<file path="src/rtl/sel_enc_b_t_s.sv">
// Binary-to-temporal select encoder: a 2-deep index FIFO feeds one slot per gamma cycle,
// and the slot is emitted as an edge position on select_line. Define SEL_ENC_PULSE_EN for pulse coding.
module sel_enc_b_t_s #(
   parameter  int GAMMA_CYCLE_WIDTH = 16,
   parameter  int PULSE_WIDTH       = 8,
   localparam int VAL_W             = $clog2(GAMMA_CYCLE_WIDTH)
) (
   input  logic             aclk,
   input  logic             grst,
   input  logic             in_valid,
   output logic             in_ready,
   input  logic [VAL_W-1:0] in_value,
   output logic             select_line,
   output logic             gamma_start,
   output logic [VAL_W-1:0] gamma_count
);

`ifdef SEL_ENC_PULSE_EN
   localparam bit PULSE_MODE = 1'b1;
`else
   localparam bit PULSE_MODE = 1'b0;
`endif

   localparam logic [VAL_W-1:0] K_LAST    = VAL_W'(GAMMA_CYCLE_WIDTH - 1);
   // Step coding is a pulse that can never end inside the gamma cycle.
   localparam int unsigned      HIGH_SPAN = PULSE_MODE ? PULSE_WIDTH : GAMMA_CYCLE_WIDTH;

   logic [VAL_W-1:0] k_q, k_d;
   logic [VAL_W-1:0] fifo_q [2];
   logic [VAL_W-1:0] fifo_d [2];
   logic [1:0]       cnt_q, cnt_d;
   logic             slot_v_q, slot_v_d;
   logic [VAL_W-1:0] slot_val_q, slot_val_d;
   logic             sel_q, sel_d;
   logic             wrap, push, pop;
   logic [31:0]      k_ext, val_ext;

   assign wrap     = (k_q == K_LAST);
   assign in_ready = !grst && (cnt_q != 2'd2);
   assign push     = in_valid && in_ready;
   assign pop      = wrap && (cnt_q != 2'd0);

   always_comb begin
      k_d        = wrap ? '0 : k_q + VAL_W'(1);
      fifo_d     = fifo_q;
      cnt_d      = cnt_q;
      slot_v_d   = slot_v_q;
      slot_val_d = slot_val_q;
      if (wrap) begin
         slot_v_d = pop;
         if (pop) slot_val_d = fifo_q[0];
      end
      // Pop is resolved first so a same-edge push lands behind the surviving entries.
      if (pop) begin
         fifo_d[0] = fifo_q[1];
         cnt_d     = cnt_q - 2'd1;
      end
      if (push) begin
         fifo_d[cnt_d[0]] = in_value;
         cnt_d            = cnt_d + 2'd1;
      end
      // Line for the cycle being entered, so the output is a plain flop.
      k_ext   = 32'(k_d);
      val_ext = 32'(slot_val_d);
      sel_d   = slot_v_d
             && (val_ext < 32'(GAMMA_CYCLE_WIDTH))
             && (k_ext >= val_ext)
             && (k_ext < val_ext + 32'(HIGH_SPAN));
   end

   always_ff @(posedge aclk) begin
      if (grst) begin
         k_q        <= '0;
         fifo_q[0]  <= '0;
         fifo_q[1]  <= '0;
         cnt_q      <= '0;
         slot_v_q   <= 1'b0;
         slot_val_q <= '0;
         sel_q      <= 1'b0;
      end else begin
         k_q        <= k_d;
         fifo_q[0]  <= fifo_d[0];
         fifo_q[1]  <= fifo_d[1];
         cnt_q      <= cnt_d;
         slot_v_q   <= slot_v_d;
         slot_val_q <= slot_val_d;
         sel_q      <= sel_d;
      end
   end

   assign select_line = sel_q;
   assign gamma_start = !grst && (k_q == '0);
   assign gamma_count = k_q;

endmodule

</file>
<file path="config.mk">
export PLATFORM = sky130hd
export DESIGN_NAME = sel_enc_b_t_s
export DESIGN_NICKNAME = d
export VERILOG_FILES = /design/src/rtl/sel_enc_b_t_s.sv
export SDC_FILE = /design/constraint.sdc
export NUM_CORES = 1
export LEC_CHECK = 0
export BUFFER_PORTS_ARGS = -buffer_cell sky130_fd_sc_hd__buf_2
export CORE_UTILIZATION = 44
export DETAILED_ROUTE_END_ITERATION = 12
export PLACE_DENSITY = 0.65
export SETUP_SLACK_MARGIN = 0.1
export SLEW_MARGIN = 0
export SYNTH_ARGS = -nofsm -noshare
export SYNTH_HDL_FRONTEND = slang
export SYNTH_SLANG_ARGS = --single-unit
</file>
<file path="constraint.sdc">
create_clock -name aclk -period 6.43 [get_ports aclk]
set_input_delay 0.643 -clock aclk [delete_from_list [all_inputs] [get_ports aclk]]
set_output_delay 0.643 -clock aclk [all_outputs]
set_load 0.01 [all_outputs]
</file>
==> out/metrics.csv, run 1 <==
stage,metric,value,unit
die,Die Ht,49.9,um
clock_network,Max Root-Sink Buffers,2,
global_route,met2 Use GR,25.7,%
synthesis,syn_area_per_cell,9.89,sq um
sta,fin crit share,45.5,%
clock_network,clk slew on worst S/H paths,0.12,ns
die,die area,0.00249,sq mm
pwr,Clock power frac,31.1,%
clock_network,CTS Hold Bufs,0,
sta,max-slew violations,0,
global_route,GRT Total Usage,15.9,%
sta,clock skew,0.00471,ns
worst_setup_path,CP Capture Type,flop,
sta,final hold slack,0.510,ns
placed_design,DPL Wire Length,1230,um
synthesis,post-synthesis compound-gate area fraction,9.43,%
pwr,combinational power share,13.3,%
run_status,status,"finished, final reports clean",
synthesis,post-synthesis mux area share,14.3,%
synthesis,Mapped Area,0.00101,sq mm
worst_setup_path,FF-to-FF Start,cnt_q[0]$_SDFF_PP0_,
run,max cap viols,0,
worst_setup_path,Crit Path Max Fanout,15,
detailed_routing,Post-DRT Antenna Nets,0,
detailed_routing,drt drc,0,
global_route,antenna violations before repair,0,
pwr,Psw,60.6,uW
placed_design,Setup WS pre-CTS,3.52,ns
sta,Slew @ Worst Pin,0.773,ns
synthesis,Cell variety after synth,29,
die,die width,49.9,um
worst_setup_path,crit path kind,flop to flop,
synthesis,Syn Nets,118,
pwr,Peak VDD IR,0.165,mV
clock_network,TritonCTS clock tree,done,
worst_setup_path,Startpoint Class,flop,
detailed_routing,vias,717,
worst_hold_path,hold_sp,slot_v_q$_SDFF_PP0_,
sta,final setup fails,0,
global_route,total congestion overflow,0,
sta,Tmin final,2.93,ns
finish,layout cells sized above 1,17.5,%
detailed_routing,routed len/inst,12.2,um
finish,Antenna diodes,0,
synthesis,synthesis warning total,0,
detailed_routing,final WL,1710,um
die,Starting Density,48.9,%
worst_setup_path,"Data required, critical path",6.61,ns
finish,Register Area,400,sq um
synthesis,Syn Inst Count,102,
sta,TNS Setup,0,ns
finish,Post-Layout Cell Count,141,
global_route,grt peak-use layer,met2,
global_route,met1 GRT Util,19.3,%
clock_network,clk_lat worst skew,0.30,ns
synthesis,adder-cell share of the synthesized area,11.2,%
global_route,largest net degree at the start of global routing,26,
finish,Synth-to-Final Area Change,9.18,%
clock_network,post_cts resized,0,
clock_network,CTS sink cnt,20,
worst_setup_path,CP Launch Point,cnt_q[0]$_SDFF_PP0_,
pwr,pwr/cell area,217,mW/mm^2
sta,Hold Fails Final Rpt,0,
worst_setup_path,critical path data arrival time,3.11,ns
detailed_routing,Via density,5.09,
pwr,Int Power,178,uW
synthesis,sequential share of the synthesized area,39.7,%
clock_network,root buf cell,clkbuf_4,
sta,fmax,342,MHz
pwr,sw frac,25.4,%
placed_design,I/O Buffers,13,
clock_network,H-tree levels,1,
global_route,GR Util met3,6.48,%
sta,RSZ-0062 raised after global routing,false,
die,# rows,16,
finish,"commonest non-fill, non-tap cell in the layout",dfxtp_1,
finish,fillers,195,
global_route,vias in the first global route,671,
clock_network,CTS buffer count,3,
detailed_routing,Iteration-0 DRC Markers,5,
die,CORE AREA,0.00206,sq mm
sta,Slew headroom,48.5,%
die,num ports,14,
placed_design,Inst Count DP,137,
global_route,first-pass GRT wire length,2900,um
sta,Worst Slack Setup Final,3.50,ns
finish,"commonest non-fill, non-tap cells in the layout","dfxtp_1 (20), nor2_1 (15), buf_2 (13), mux2i_1 (11), ha_1 (9)",
synthesis,largest family of logic cells by synthesized area,simple AND/OR/NAND/NOR gates,
detailed_routing,Initial DRT Pass Iterations,4,
synthesis,Seq cells post-synth,20,
synthesis,Post-Synth Simple-Gate Area,17.2,%
finish,Final #Nets,131,
finish,Multi-input gate area,543,sq um
finish,Final Core Density,53.4,%
synthesis,Synth Area in XOR/XNOR,1.74,%
clock_network,Post-CTS Setup Bufs,0,
pwr,Leak,0.000444,uW
pwr,Sequential Power Share,55.6,%
placed_design,GPL Wtd Cong,0.773,
worst_hold_path,worst min path class,flop to flop,
-- Yosys cell counts --
| master | count | area [sq um] |
|---|---|---|
| a211oi_1 | 5 | 37.5 |
| a21o_1 | 1 | 7.51 |
| a21oi_1 | 3 | 15.0 |
| a2bb2oi_1 | 1 | 8.76 |
| and4b_1 | 1 | 10.0 |
| buf_12 | 1 | 20.0 |
| buf_6 | 1 | 11.3 |
| clkbuf_1 | 3 | 11.3 |
| dfxtp_1 | 20 | 400 |
| ha_1 | 9 | 113 |
| inv_1 | 6 | 22.5 |
| mux2_2 | 1 | 11.3 |
| mux2i_1 | 11 | 110 |
| mux2i_4 | 1 | 22.5 |
| nand2_1 | 2 | 7.51 |
| nand2b_1 | 1 | 6.26 |
| nand3_1 | 2 | 10.0 |
| nor2_1 | 15 | 56.3 |
| nor2b_1 | 5 | 31.3 |
| nor3_1 | 2 | 10.0 |
| nor4_1 | 1 | 6.26 |
| nor4b_1 | 2 | 17.5 |
| nor4bb_1 | 1 | 10.0 |
| o211ai_1 | 1 | 7.51 |
| o21ai_0 | 2 | 10.0 |
| o41ai_1 | 1 | 8.76 |
| or3b_2 | 1 | 8.76 |
| xnor2_1 | 1 | 8.76 |
| xor2_1 | 1 | 8.76 |
-- path summary, 6_finish.rpt --
path	end	slack [ns]	cells after the start
hold reg to reg	slot_v_q$_SDFF_PP0_	0.51	2
setup / recovery	select_line$_SDFF_PP0_	3.50	9
hold / removal	slot_v_q$_SDFF_PP0_	0.51	2
setup reg to reg	select_line$_SDFF_PP0_	3.50	9
-- cells by family (layout without fill, tap and decap cells) --
logic type | after synthesis | after routing
XOR/XNOR | 2 | 2
adder cells (fa/ha/maj) | 9 | 9
AND/OR/NAND/NOR | 33 | 33
AO/OA/AOI/OAI | 14 | 14
multiplexers | 13 | 13
buffers and inverters | 11 | 23
flip-flops | 20 | 20
-- area by class of cell --
cell class | instances | share of cell area (%)
multi-input combinational | 71 | 49.3
sequential | 20 | 36.4
timing repair buffer | 13 | 5.91
clock buffer | 4 | 3.30
tap | 27 | 3.07
inverter | 6 | 2.05
-- worst max-delay path, stage by stage (launching register included) --
cell and delay (ns):
dfxtp_1 0.41, inv_1 0.10, ha_1 0.21, and4b_1 0.76, mux2_2 0.42, ha_1 0.26
nand2b_1 0.14, a21o_1 0.17, a211oi_1 0.24, nor4_1 0.08
-- power groups by stage --
stage          logic [uW]  registers, uW  clock network, uW
2_1_floorplan        22.2            135                  0
6_report             31.7            133               74.3
3_3_place_gp         31.1            135                  0
4_1_cts              31.9            133               76.8
5_1_grt              36.5            134               80.8
3_5_place_dp         31.8            136                  0
-- per-stage QoR --
stage / cell area, sq um / power (uW)
2_1_floorplan: 1010 / 158
3_3_place_gp: 1060 / 167
3_5_place_dp: 1060 / 167
4_1_cts: 1100 / 242
5_1_grt: 1100 / 251
6_report: 1100 / 239
-- metal layers --
layer | vias to the layer above | part of all wire (%)
met5 | - | 0
li1 | 379 | -
met3 | 2 | 3.9
met4 | 0 | 0.88
met1 | 325 | 49
met2 | 11 | 46
(Power assumes the default switching activity.)
==> run 2: changes to the inputs <==
ABC_AREA = 1   (was not set)
PLACE_DENSITY = 0.67   (was 0.65)
clock period = 2.4 ns   (was 6.43 ns; I/O delays follow)
==> out/metrics.csv, run 2 <==
stage,metric,value,unit
run_status,status,"finished, final reports clean",
finish,Synth-to-Final Area Change,10.3,%
clock_network,root buf cell,clkbuf_4,
worst_setup_path,critical path data arrival time,2.31,ns
worst_hold_path,worst min path class,input pin to flop,
global_route,vias in the first global route,858,
finish,Post-Layout Cell Count,188,
synthesis,Async SR Flop Fraction,0,%
die,die area,0.00264,sq mm
pwr,Clock power frac,24.9,%
pwr,pwr/cell area,514,mW/mm^2
synthesis,synth top area cells,"dfxtp_1 (37%), nand2_1 (11%), ha_1 (11%)",
worst_setup_path,FF-to-FF setup slack,0.28,ns
placed_design,I/O Buffers,13,
synthesis,syn_area_per_cell,7.34,sq um
detailed_routing,Via density,4.84,
finish,"commonest non-fill, non-tap cells in the layout","nand2_1 (31), nor2_1 (26), dfxtp_1 (20), inv_1 (18), buf_2 (13)",
pwr,sw frac,26.9,%
pwr,Int Power,444,uW
global_route,antenna violations before repair,0,
detailed_routing,routed len/inst,11.1,um
synthesis,sequential share of the synthesized area,37.4,%
placed_design,GPL Wtd Cong,0.816,
detailed_routing,Met2 Wirelength,988,um
finish,Final #Nets,178,
die,num ports,14,
worst_setup_path,worst r2r dst,select_line$_SDFF_PP0_,
sta,fmax,471,MHz
worst_setup_path,Worst Setup EP,select_line$_SDFF_PP0_,
synthesis,synth cell count leaders,"nand2_1 (31), nor2_1 (26), dfxtp_1 (20)",
synthesis,Seq cells post-synth,20,
detailed_routing,Post-DRT Antenna Nets,0,
detailed_routing,drt drc,0,
sta,Hold Fails Final Rpt,0,
sta,Tmin final,2.12,ns
clock_network,Post-CTS Setup Bufs,0,
pwr,Psw,164,uW
synthesis,most numerous cell in the Yosys netlist,nand2_1,
clock_network,TritonCTS clock tree,done,
synthesis,Cell variety after synth,25,
detailed_routing,uppermost layer routed,met4,
worst_setup_path,crit path kind,flop to flop,
finish,Multi-input gate area,579,sq um
pwr,Leak,0.000614,uW
sta,Slew @ Worst Pin,0.319,ns
clock_network,post_cts resized,0,
clock_network,Max Root-Sink Buffers,2,
synthesis,leading area contributor after synthesis,dfxtp_1,
sta,final setup fails,0,
synthesis,Mapped Area,0.00107,sq mm
die,Die Ht,51.3,um
global_route,first-pass GRT wire length,3780,um
detailed_routing,metal1 wirelength,1030,um
global_route,largest net degree at the start of global routing,13,
sta,fin crit share,88.5,%
worst_setup_path,CP Launch Point,cnt_q[0]$_SDFF_PP0_,
detailed_routing,Iteration-0 DRC Markers,9,
clock_network,CTS sink cnt,20,
synthesis,"Top FF cell, synth",dfxtp_1,
die,CORE AREA,0.00225,sq mm
placed_design,DPL Wire Length,1660,um
clock_network,CTS Hold Bufs,0,
synthesis,Syn Inst Count,146,
detailed_routing,Initial DRT Pass Iterations,4,
run,max cap viols,0,
pwr,Peak VDD IR,0.286,mV
worst_setup_path,worst-case reg-to-reg path depth,10,
clock_network,clk_lat worst skew,0.29,ns
finish,Antenna diodes,0,
clock_network,clk slew on worst S/H paths,0.10,ns
clock_network,H-tree levels,1,
finish,final instance area,0.00118,sq mm
pwr,Sequential Power Share,58.8,%
sta,clock skew,0.00284,ns
synthesis,Synth top area share,37.4,%
synthesis,Syn Nets,162,
synthesis,synthesis warning total,0,
finish,"commonest non-fill, non-tap cell in the layout",nand2_1,
finish,Register Area,400,sq um
worst_setup_path,CP Capture Type,flop,
worst_setup_path,Startpoint Class,flop,
die,# rows,17,
global_route,GRT Total Usage,19.3,%
sta,max-slew violations,0,
finish,layout cells sized above 1,20.0,%
worst_setup_path,Crit Path Max Fanout,7,
global_route,total congestion overflow,0,
die,die width,51.3,um
finish,fillers,249,
pwr,combinational power share,16.4,%
worst_setup_path,FF-to-FF Start,cnt_q[0]$_SDFF_PP0_,
sta,TNS Setup,0,ns
sta,RSZ-0062 raised after global routing,false,
detailed_routing,vias,909,
worst_setup_path,"Data required, critical path",2.59,ns
detailed_routing,routed wl met3,48,um
placed_design,area of placed instances,0.00116,sq mm
sta,Slew headroom,78.6,%
die,Starting Density,47.5,%
detailed_routing,final WL,2090,um
clock_network,CTS buffer count,3,
synthesis,"EDFF count, synth",0,
placed_design,Inst Count DP,185,
==> run 2: cell type report <==
cell class                 instances  area share (%)
multi-input combinational        104            49.0
sequential                        20            33.9
timing repair buffer              14            6.14
inverter                          19            6.04
tap                               28            2.97
clock buffer                       3            1.91
==> run 2: worst max-delay path: stages, from the launching register on <==
cell     delay, ns
dfxtp_1       0.37
inv_1         0.11
ha_1          0.22
inv_2         0.12
nand4_2       0.16
or2_2         0.33
o21ai_2       0.08
ha_1          0.28
a21oi_1       0.16
o21a_1        0.14
a21oi_1       0.06
==> run 2: power groups by stage <==
stage	registers [uW]	clock network (uW)	logic (uW)
after global routing	359	166	116
after detailed placement	365	0	100
after floorplan	364	0	71.3
final	357	151	99.4
after CTS	357	157	101
after global placement	365	0	97.7
==> run 2: kinds of logic after synthesis <==
logic type      Yosys count  share of synthesized area (%)
flops                    20                           37.4
fa+ha+maj                 9                           10.5
compound gates           16                           9.00
buf+inv                  22                           8.53
simple gates             79                           34.6
==> run 2: worst min-delay path by stage <==
stage                                         from                       end  slack [ns]  cells after the start
after floorplan                        in_value[3]                      flop        0.37                      2
after CTS                              in_value[2]                      flop        0.18                      3
after global routing                   in_value[1]                      flop        0.20                      3
final                                  in_value[1]      fifo_q[5]$_SDFF_PP0_        0.18                      3
after global placement    slot_val_q[1]$_SDFF_PP0_  slot_val_q[1]$_SDFF_PP0_        0.48                      2
after detailed placement  slot_val_q[0]$_SDFF_PP0_  slot_val_q[0]$_SDFF_PP0_        0.47                      2
==> run 2: per-stage QoR <==
step           power, uW  hold slack (ns)  utilization, %  setup slack [ns]
2_1_floorplan        435            0.375               -             0.465
3_3_place_gp         463            0.477            51.4             0.435
3_5_place_dp         465            0.467            51.4             0.302
4_1_cts              615            0.181            52.4             0.277
5_1_grt              642            0.195            52.4             0.113
6_report             608            0.184            52.4             0.277
==> run 2: routing by layer <==
metal / GRT usage [%] / up-vias
met3: 2.68 / 2
met2: 31.8 / 11
met4: 5.41 / 0
li1: - / 490
met5: 0 / -
met1: 26.2 / 406
